==> src/rtl/counter_sequencer_if.sv <==
// Host-side control and status bundle for counter_sequencer.
// The master drives run commands; the slave (the sequencer) returns count and event pulses.
interface counter_sequencer_if #(
  parameter int unsigned WIDTH = 4,
  parameter int unsigned PRE_W = 4
);
  logic             start;
  logic             stop;
  logic             pause;
  logic             periodic;
  logic [WIDTH-1:0] term_val;
  logic [PRE_W-1:0] prescale;
  logic [WIDTH-1:0] count;
  logic             tick;
  logic             done;
  logic             busy;

  modport master (
    output start, stop, pause, periodic, term_val, prescale,
    input  count, tick, done, busy
  );

  modport slave (
    input  start, stop, pause, periodic, term_val, prescale,
    output count, tick, done, busy
  );
endinterface

==> src/rtl/counter_sequencer.sv <==
// Sequenced WIDTH-bit timer counter with prescaler, terminal value, pause and one-shot/periodic modes.
// Command priority each edge is stop > start > pause.
module counter_sequencer #(
  parameter int unsigned WIDTH = 4,
  parameter int unsigned PRE_W = 4
) (
  input logic                clk,
  input logic                rst,
  counter_sequencer_if.slave bus
);

  typedef enum logic [1:0] {StIdle, StRun, StPaused, StDone} state_e;

  state_e             state_q, state_d;
  logic [WIDTH-1:0]   count_q, count_d;
  logic [PRE_W-1:0]   pre_q, pre_d;
  logic [WIDTH-1:0]   term_q, term_d;
  logic [PRE_W-1:0]   p_q, p_d;
  logic               per_q, per_d;
  logic               tick_q, tick_d;
  logic               done_q, done_d;

  always_ff @(posedge clk or negedge rst) begin
    if (!rst) begin
      state_q <= StIdle;
      count_q <= '0;
      pre_q   <= '0;
      term_q  <= '0;
      p_q     <= '0;
      per_q   <= 1'b0;
      tick_q  <= 1'b0;
      done_q  <= 1'b0;
    end else begin
      state_q <= state_d;
      count_q <= count_d;
      pre_q   <= pre_d;
      term_q  <= term_d;
      p_q     <= p_d;
      per_q   <= per_d;
      tick_q  <= tick_d;
      done_q  <= done_d;
    end
  end

  always_comb begin
    state_d = state_q;
    count_d = count_q;
    pre_d   = pre_q;
    term_d  = term_q;
    p_d     = p_q;
    per_d   = per_q;
    tick_d  = 1'b0;
    done_d  = 1'b0;

    if (bus.stop) begin
      state_d = StIdle;
      count_d = '0;
      pre_d   = '0;
    end else if (bus.start) begin
      // Restart from any state; holding start keeps the count pinned at 0.
      state_d = StRun;
      count_d = '0;
      pre_d   = '0;
      term_d  = bus.term_val;
      p_d     = bus.prescale;
      per_d   = bus.periodic;
    end else begin
      unique case (state_q)
        StRun: begin
          if (bus.pause) begin
            state_d = StPaused;
          end else if (pre_q == p_q) begin
            pre_d  = '0;
            tick_d = 1'b1;
            if (count_q == term_q) begin
              done_d = 1'b1;
              if (per_q) count_d = '0;
              else       state_d = StDone;
            end else begin
              count_d = count_q + WIDTH'(1);
            end
          end else begin
            pre_d = pre_q + PRE_W'(1);
          end
        end
        StPaused: begin
          if (!bus.pause) state_d = StRun;
        end
        StIdle: ;
        StDone: ;
        default: state_d = StIdle;
      endcase
    end
  end

  assign bus.count = count_q;
  assign bus.tick  = tick_q;
  assign bus.done  = done_q;
  assign bus.busy  = (state_q == StRun) || (state_q == StPaused);

endmodule

==> src/flat_wrapper.sv <==
// flat-port wrapper written by rule: the top's interface ports become plain ports
module counter_sequencer_flat 
#(
  parameter int unsigned WIDTH = 4,
  parameter int unsigned PRE_W = 4
)
  (clk, rst, bus_start, bus_stop, bus_pause, bus_periodic, bus_term_val, bus_prescale, bus_count, bus_tick, bus_done, bus_busy);
  counter_sequencer_if #(.WIDTH(WIDTH), .PRE_W(PRE_W)) bus_i ();
  input logic clk;
  input logic rst;
  input wire logic [$bits(bus_i.start)-1:0] bus_start;
  input wire logic [$bits(bus_i.stop)-1:0] bus_stop;
  input wire logic [$bits(bus_i.pause)-1:0] bus_pause;
  input wire logic [$bits(bus_i.periodic)-1:0] bus_periodic;
  input wire logic [$bits(bus_i.term_val)-1:0] bus_term_val;
  input wire logic [$bits(bus_i.prescale)-1:0] bus_prescale;
  output wire logic [$bits(bus_i.count)-1:0] bus_count;
  output wire logic [$bits(bus_i.tick)-1:0] bus_tick;
  output wire logic [$bits(bus_i.done)-1:0] bus_done;
  output wire logic [$bits(bus_i.busy)-1:0] bus_busy;
  assign bus_i.start = bus_start;
  assign bus_i.stop = bus_stop;
  assign bus_i.pause = bus_pause;
  assign bus_i.periodic = bus_periodic;
  assign bus_i.term_val = bus_term_val;
  assign bus_i.prescale = bus_prescale;
  assign bus_count = bus_i.count;
  assign bus_tick = bus_i.tick;
  assign bus_done = bus_i.done;
  assign bus_busy = bus_i.busy;
  counter_sequencer #(.WIDTH(WIDTH), .PRE_W(PRE_W)) u_core (.clk(clk), .rst(rst), .bus(bus_i));
endmodule
==> config.mk <==
export PLATFORM = sky130hd
export DESIGN_NAME = counter_sequencer_flat
export DESIGN_NICKNAME = d
export VERILOG_FILES = /design/src/rtl/counter_sequencer_if.sv /design/src/rtl/counter_sequencer.sv /design/src/flat_wrapper.sv
export SDC_FILE = /design/constraint.sdc
export NUM_CORES = 1
export LEC_CHECK = 0
export CAP_MARGIN = 40
export CELL_PAD_IN_SITES_DETAIL_PLACEMENT = 1
export CELL_PAD_IN_SITES_GLOBAL_PLACEMENT = 1
export CORE_ASPECT_RATIO = 1.2
export CORE_UTILIZATION = 40
export DETAILED_ROUTE_END_ITERATION = 16
export GPL_ROUTABILITY_DRIVEN = 0
export PLACE_DENSITY = 0.81
export RECOVER_POWER = 100
export SYNTH_ARGS = -nofsm -noshare
export SYNTH_HDL_FRONTEND = slang
export SYNTH_SLANG_ARGS = --single-unit
==> constraint.sdc <==
create_clock -name clk -period 2.1 [get_ports clk]
set_input_delay 0.42 -clock clk [delete_from_list [all_inputs] [get_ports clk]]
set_output_delay 0.42 -clock clk [all_outputs]
set_load 0.01 [all_outputs]
==> summary.txt, run 1 <==
Worst setup path
  • Flop2flop setup slack: 0.39 ns
  • Crit-path slowest cell: dlygate4sd3_1
  • CP startpoint kind: flop
  • Worst Path Max Fanout: 6
  • Crit. End Element: primary output
  • Worst EP arrival: 1.43 ns
  • CP bufs+invs: 1
  • Worst stage delay on the critical path: 0.64 ns
  • CP delay by family, top: buffers and inverters
  • CP required: 1.68 ns
  • Setup CP Type: reg2out
  • Crit path cell chain: dlygate4sd3_1

Synthesis
  • Syn Area/Cell: 11.7 um^2
  • Synth async-reset ratio: 100%
  • Mapped cell area: 1130 um^2
  • Area share of the largest cell type after synthesis: 46.4%
  • Top cells by area, synth: dfrtp_1 46%, mux2_2 9.9%, ha_1 4.4%
  • Distinct cells, synth: 33
  • Cells after Synth: 97
  • Yosys top cell by area: dfrtp_1
  • Syn nets: 115
  • Ys Warns: 0
  • Synth Flop Type: dfrtp_1
  • Post-synthesis register bit count: 21
  • Seq/Total Area, Yosys: 46.4%
  • EDFF count, synth: 0

CTS
  • CTS clk-pin slew, worst paths: 0.12 ns
  • CTS buffer count: 3
  • Clk Latency, worst-skew pair: 0.31 ns
  • Root buffer cell: clkbuf_4
  • Hold bufs inserted after CTS: 0
  • CTS tree: built
  • CTS H-Tree Depth: 1
  • Clk sinks: 21
  • Max clock buf depth: 2

Status
  • Outcome: finished, final reports clean

Detailed routing
  • DR iter-0 viols: 13
  • Final ANT Viol Nets: 0
  • WL/cell: 14.8 um
  • WL final: 2330 um
  • First-pass DRT Iterations: 3
  • Vias: 855
  • Post-route DRC: 0
  • Vias per inst: 5.45

Timing
  • Worst Tran Pin Value: 1.17 ns
  • Rel. slew slack: 22.0%
  • Setup TNS Final: 0 ns
  • Final period utilization: 87.9%
  • Final hold vios: 0
  • Min cycle time layout: 1.85 ns
  • Final Setup Violations: 0
  • Max Clock Freq: 542 MHz
  • RSZ-0062 raised after global routing: no
  • Pins Over Slew Limit: 0
  • Fin Clk Skew: 0.00562 ns

Cells and area
  • Ant. Diodes: 0
  • Layout Area Growth over Synthesis: 23.3%
  • Commonest non-fill, non-tap cell in the layout: dfrtp_1
  • Commonest non-fill, non-tap cells in the layout: 21 x dfrtp_1, 11 x clkdlybuf4s50_1, 10 x mux2_2
  • Share of layout cells above drive strength 1: 18.5%
  • Nets: 143

Pwr
  • Lkg Pwr: 0.624 nW
  • Worst vdd ir: 0.000376 V
  • PwrDens: 604 nW/um^2
  • Total power: 844 uW

Global route
  • GRT Util Overall: 19.1%
  • Initial antenna violation count: 0
  • Vias in the first global route: 987
  • Largest net degree at the start of global routing: 22
  • Overflow after GRT: 0
  • Global-route wire length before repair: 4290 um

Die
  • Ports: 21
  • Starting density of the core: 43.5%
  • Die height: 60.3 um
  • Core area: 2600 um^2
  • Row cnt: 20
  • Die X: 50.6 um
  • Die area: 3050 um^2

Hold path
  • Hold crit path type: reg2reg

Place
  • DPL Wire Length: 1850 um
  • IO Port Bufs: 20

Run
  • Max-cap violations: 0
-- metal layers --
| metal | track usage [%] | up-vias | wire, um |
|---|---|---|---|
| li1 | - | 402 | - |
| met1 | 22.1 | 432 | 1010 |
| met2 | 34.7 | 16 | 1210 |
| met3 | 3.05 | 5 | 71 |
| met4 | 8.33 | 0 | 40 |
| met5 | 0 | - | 0 |
-- area by class of cell --
type | count | area (um^2)
clock buffer | 4 | 26.3
fill | 301 | 1210
inverter | 5 | 18.8
multi-input combinational | 69 | 554
sequential | 21 | 526
tap | 33 | 41.3
timing repair buffer | 25 | 230
-- power breakdown --
| group | switching (mW) | internal (mW) |
|---|---|---|
| clock | 0.128 | 0.0742 |
| sequential | 0.0281 | 0.435 |
| combinational | 0.0765 | 0.103 |
| total | 0.232 | 0.612 |
-- through the flow --
step | instance area [um^2] | util [%] | hold WS, ns | worst slack (ns) | instances
global route | 1400 | 53.7 | 0.580 | 0.197 | 157
finish | 1400 | 53.7 | 0.546 | 0.254 | 157
detailed placement | 1400 | 53.7 | 0.523 | 0.111 | 152
global placement | 1400 | 53.7 | 0.518 | 0.159 | 152
CTS | 1430 | 55.0 | 0.451 | 0.0372 | 157
floorplan | 1130 | - | 0.124 | 0.567 | 97
-- cell usage after synthesis, types with 3 or more instances --
cell type  count
a21oi_1        7
dfrtp_1       21
ha_1           4
inv_1          5
mux2_2        10
nand2_1        3
nand3_1        4
nor2_1         7
nor3b_1        3
xnor2_1        4
xnor2_2        3
-- kinds of logic after synthesis --
group	Yosys count	synth area share, %
compound gates	16	10.6
buf+inv	7	2.32
simple gates	30	15.1
xor+xnor	8	9.83
mux	11	11.3
fa+ha+maj	4	4.42
flops	21	46.4
-- registers in the layout, summed over array words and instances, names as in the netlist --
register / flops
u_core.term_q: 4
u_core.bus.tick: 1
u_core.bus.count: 4
u_core.per_q: 1
u_core.p_q: 4
u_core.bus.done: 1
u_core.state_q: 2
u_core.pre_q: 4
-- what timing repair did --
action | CTS | global route
buffers inserted | 1 | 0
gates resized for setup | 0 | 1
endpoints found under the setup margin | 1 | 1
pin swaps | 0 | 0
-- final timing paths --
check / start / end / cells after the start
setup / recovery: u_core.bus.count[2]$_DFFE_PN0P_ / bus_count[2] / 1
hold / removal: u_core.term_q[1]$_DFFE_PN0P_ / u_core.term_q[1]$_DFFE_PN0P_ / 1
setup reg to reg: u_core.state_q[0]$_DFFE_PN0P_ / u_core.state_q[0]$_DFFE_PN0P_ / 7
hold reg to reg: u_core.term_q[1]$_DFFE_PN0P_ / u_core.term_q[1]$_DFFE_PN0P_ / 1
max in group asynchronous: rst / u_core.pre_q[2]$_DFFE_PN0P_ / 2
min in group asynchronous: rst / u_core.state_q[0]$_DFFE_PN0P_ / 2
No activity file was read; power rests on OpenSTA's default activity.
==> run 2, diff against run 1 <==
--- a/config.mk
+++ b/config.mk
@@ -14,6 +14,7 @@
 export GPL_ROUTABILITY_DRIVEN = 0
 export PLACE_DENSITY = 0.81
 export RECOVER_POWER = 100
+export SKIP_CTS_REPAIR_TIMING = 1
 export SYNTH_ARGS = -nofsm -noshare
 export SYNTH_HDL_FRONTEND = slang
 export SYNTH_SLANG_ARGS = --single-unit
==> summary.txt, run 2 (synthesis gave the netlist of run 1 again) <==
Timing
  • Final hold vios: 0
  • Fin Clk Skew: 0.00542 ns
  • Max Clock Freq: 539 MHz
  • Worst Tran Pin Value: 1.17 ns
  • Pins Over Slew Limit: 0
  • Final Setup Violations: 0
  • Min cycle time layout: 1.86 ns
  • RSZ-0062 raised after global routing: no
  • Rel. slew slack: 21.9%
  • Setup TNS Final: 0 ns
  • Final period utilization: 88.4%

Global route
  • GRT Util Overall: 19.1%
  • Largest net degree at the start of global routing: 22
  • Global-route wire length before repair: 4280 um
  • Vias in the first global route: 984
  • Overflow after GRT: 0
  • Initial antenna violation count: 0

CTS
  • CTS H-Tree Depth: 1
  • Clk sinks: 21
  • Max clock buf depth: 2
  • Clk Latency, worst-skew pair: 0.31 ns
  • CTS clk-pin slew, worst paths: 0.12 ns
  • CTS tree: built
  • Root buffer cell: clkbuf_4
  • CTS buffer count: 3

Detailed routing
  • Post-route DRC: 0
  • WL/cell: 14.9 um
  • DR iter-0 viols: 11
  • Final ANT Viol Nets: 0
  • WL final: 2350 um
  • First-pass DRT Iterations: 3
  • Vias: 854
  • Vias per inst: 5.44

Worst setup path
  • CP bufs+invs: 3
  • Crit. End Element: primary output
  • Crit-path slowest cell: dfrtp_1
  • Worst EP arrival: 1.44 ns
  • Crit path cell chain: inv_1 > ha_1 > inv_1 > clkdlybuf4s25_1
  • CP startpoint kind: flop
  • Worst Path Max Fanout: 3
  • CP delay by family, top: buffers and inverters
  • Setup CP Type: reg2out
  • Crit-path most repeated cell: inv_1
  • CP required: 1.68 ns
  • Worst stage delay on the critical path: 0.40 ns
  • Flop2flop setup slack: 0.35 ns

Die
  • Core area: 2600 um^2
  • Die X: 50.6 um
  • Die area: 3050 um^2
  • Ports: 21
  • Row cnt: 20
  • Die height: 60.3 um
  • Starting density of the core: 43.5%

Pwr
  • Worst vdd ir: 0.000376 V
  • Lkg Pwr: 0.624 nW
  • Total power: 844 uW
  • PwrDens: 605 nW/um^2

Cells and area
  • Layout Area Growth over Synthesis: 23.3%
  • Ant. Diodes: 0
  • Final non-filler cell area: 1400 um^2
  • Final core occ: 53.7%
  • Share of layout cells above drive strength 1: 18.5%
  • Final instance count without filler cells: 157
  • Commonest non-fill, non-tap cells in the layout: 21 x dfrtp_1, 11 x clkdlybuf4s50_1, 10 x mux2_2
  • Nets: 143
  • Commonest non-fill, non-tap cell in the layout: dfrtp_1

Run
  • Max-cap violations: 0

Place
  • Dpl cells: 152
  • DPL Wire Length: 1850 um
  • IO Port Bufs: 20
  • DP Area: 1400 um^2

Hold path
  • Hold crit path type: reg2reg

Status
  • Outcome: finished, final reports clean
[run 2: cell counts in the layout (fill, tap and decap cells not counted)]
Identical to the previous run, type by type.
[run 2: power breakdown]
group	internal [mW]	switching (mW)	total, mW
combinational	0.103	0.0763	0.179
sequential	0.435	0.0289	0.464
clock	0.0742	0.127	0.202
[run 2: path summary, 6_finish.rpt]
check / from / to / depth (start not counted)
worst max-delay path: u_core.state_q[0]$_DFFE_PN0P_ / bus_busy / 4
worst min register to register: u_core.term_q[1]$_DFFE_PN0P_ / u_core.term_q[1]$_DFFE_PN0P_ / 1
worst min-delay path: u_core.term_q[1]$_DFFE_PN0P_ / u_core.term_q[1]$_DFFE_PN0P_ / 1
max in group asynchronous: rst / u_core.pre_q[2]$_DFFE_PN0P_ / 2
worst max register to register: u_core.state_q[0]$_DFFE_PN0P_ / u_core.state_q[0]$_DFFE_PN0P_ / 7
min in group asynchronous: rst / u_core.p_q[3]$_DFFE_PN0P_ / 2
[run 2: per-stage QoR]
step | setup slack, ns | hold slack [ns]
final | 0.243 | 0.546
after global routing | 0.174 | 0.580
after CTS | -0.00509 | 0.451
after detailed placement | 0.111 | 0.523
after global placement | 0.159 | 0.518
after floorplan | 0.567 | 0.124
[run 2: worst register-to-register path: stages (launching register included)]
cell and delay [ns]:
dfrtp_1 0.40, clkbuf_4 0.15, ha_1 0.16, nand2b_1 0.08, a41oi_1 0.25, a211oi_2 0.09
a21oi_1 0.21, mux2_4 0.32
[run 2: layer usage]
| metal | vias to the layer above | global-route usage (%) | wire (um) |
|---|---|---|---|
| met3 | 5 | 3.05 | 71 |
| met1 | 431 | 21.9 | 1020 |
| met5 | - | 0 | 0 |
| met2 | 16 | 34.7 | 1220 |
| li1 | 402 | - | - |
| met4 | 0 | 8.33 | 40 |
[run 2: cell type report]
type | count | area [um^2]
timing repair buffer | 25 | 230
sequential | 21 | 526
tap | 33 | 41.3
multi-input combinational | 69 | 554
fill | 300 | 1210
clock buffer | 4 | 26.3
inverter | 5 | 18.8
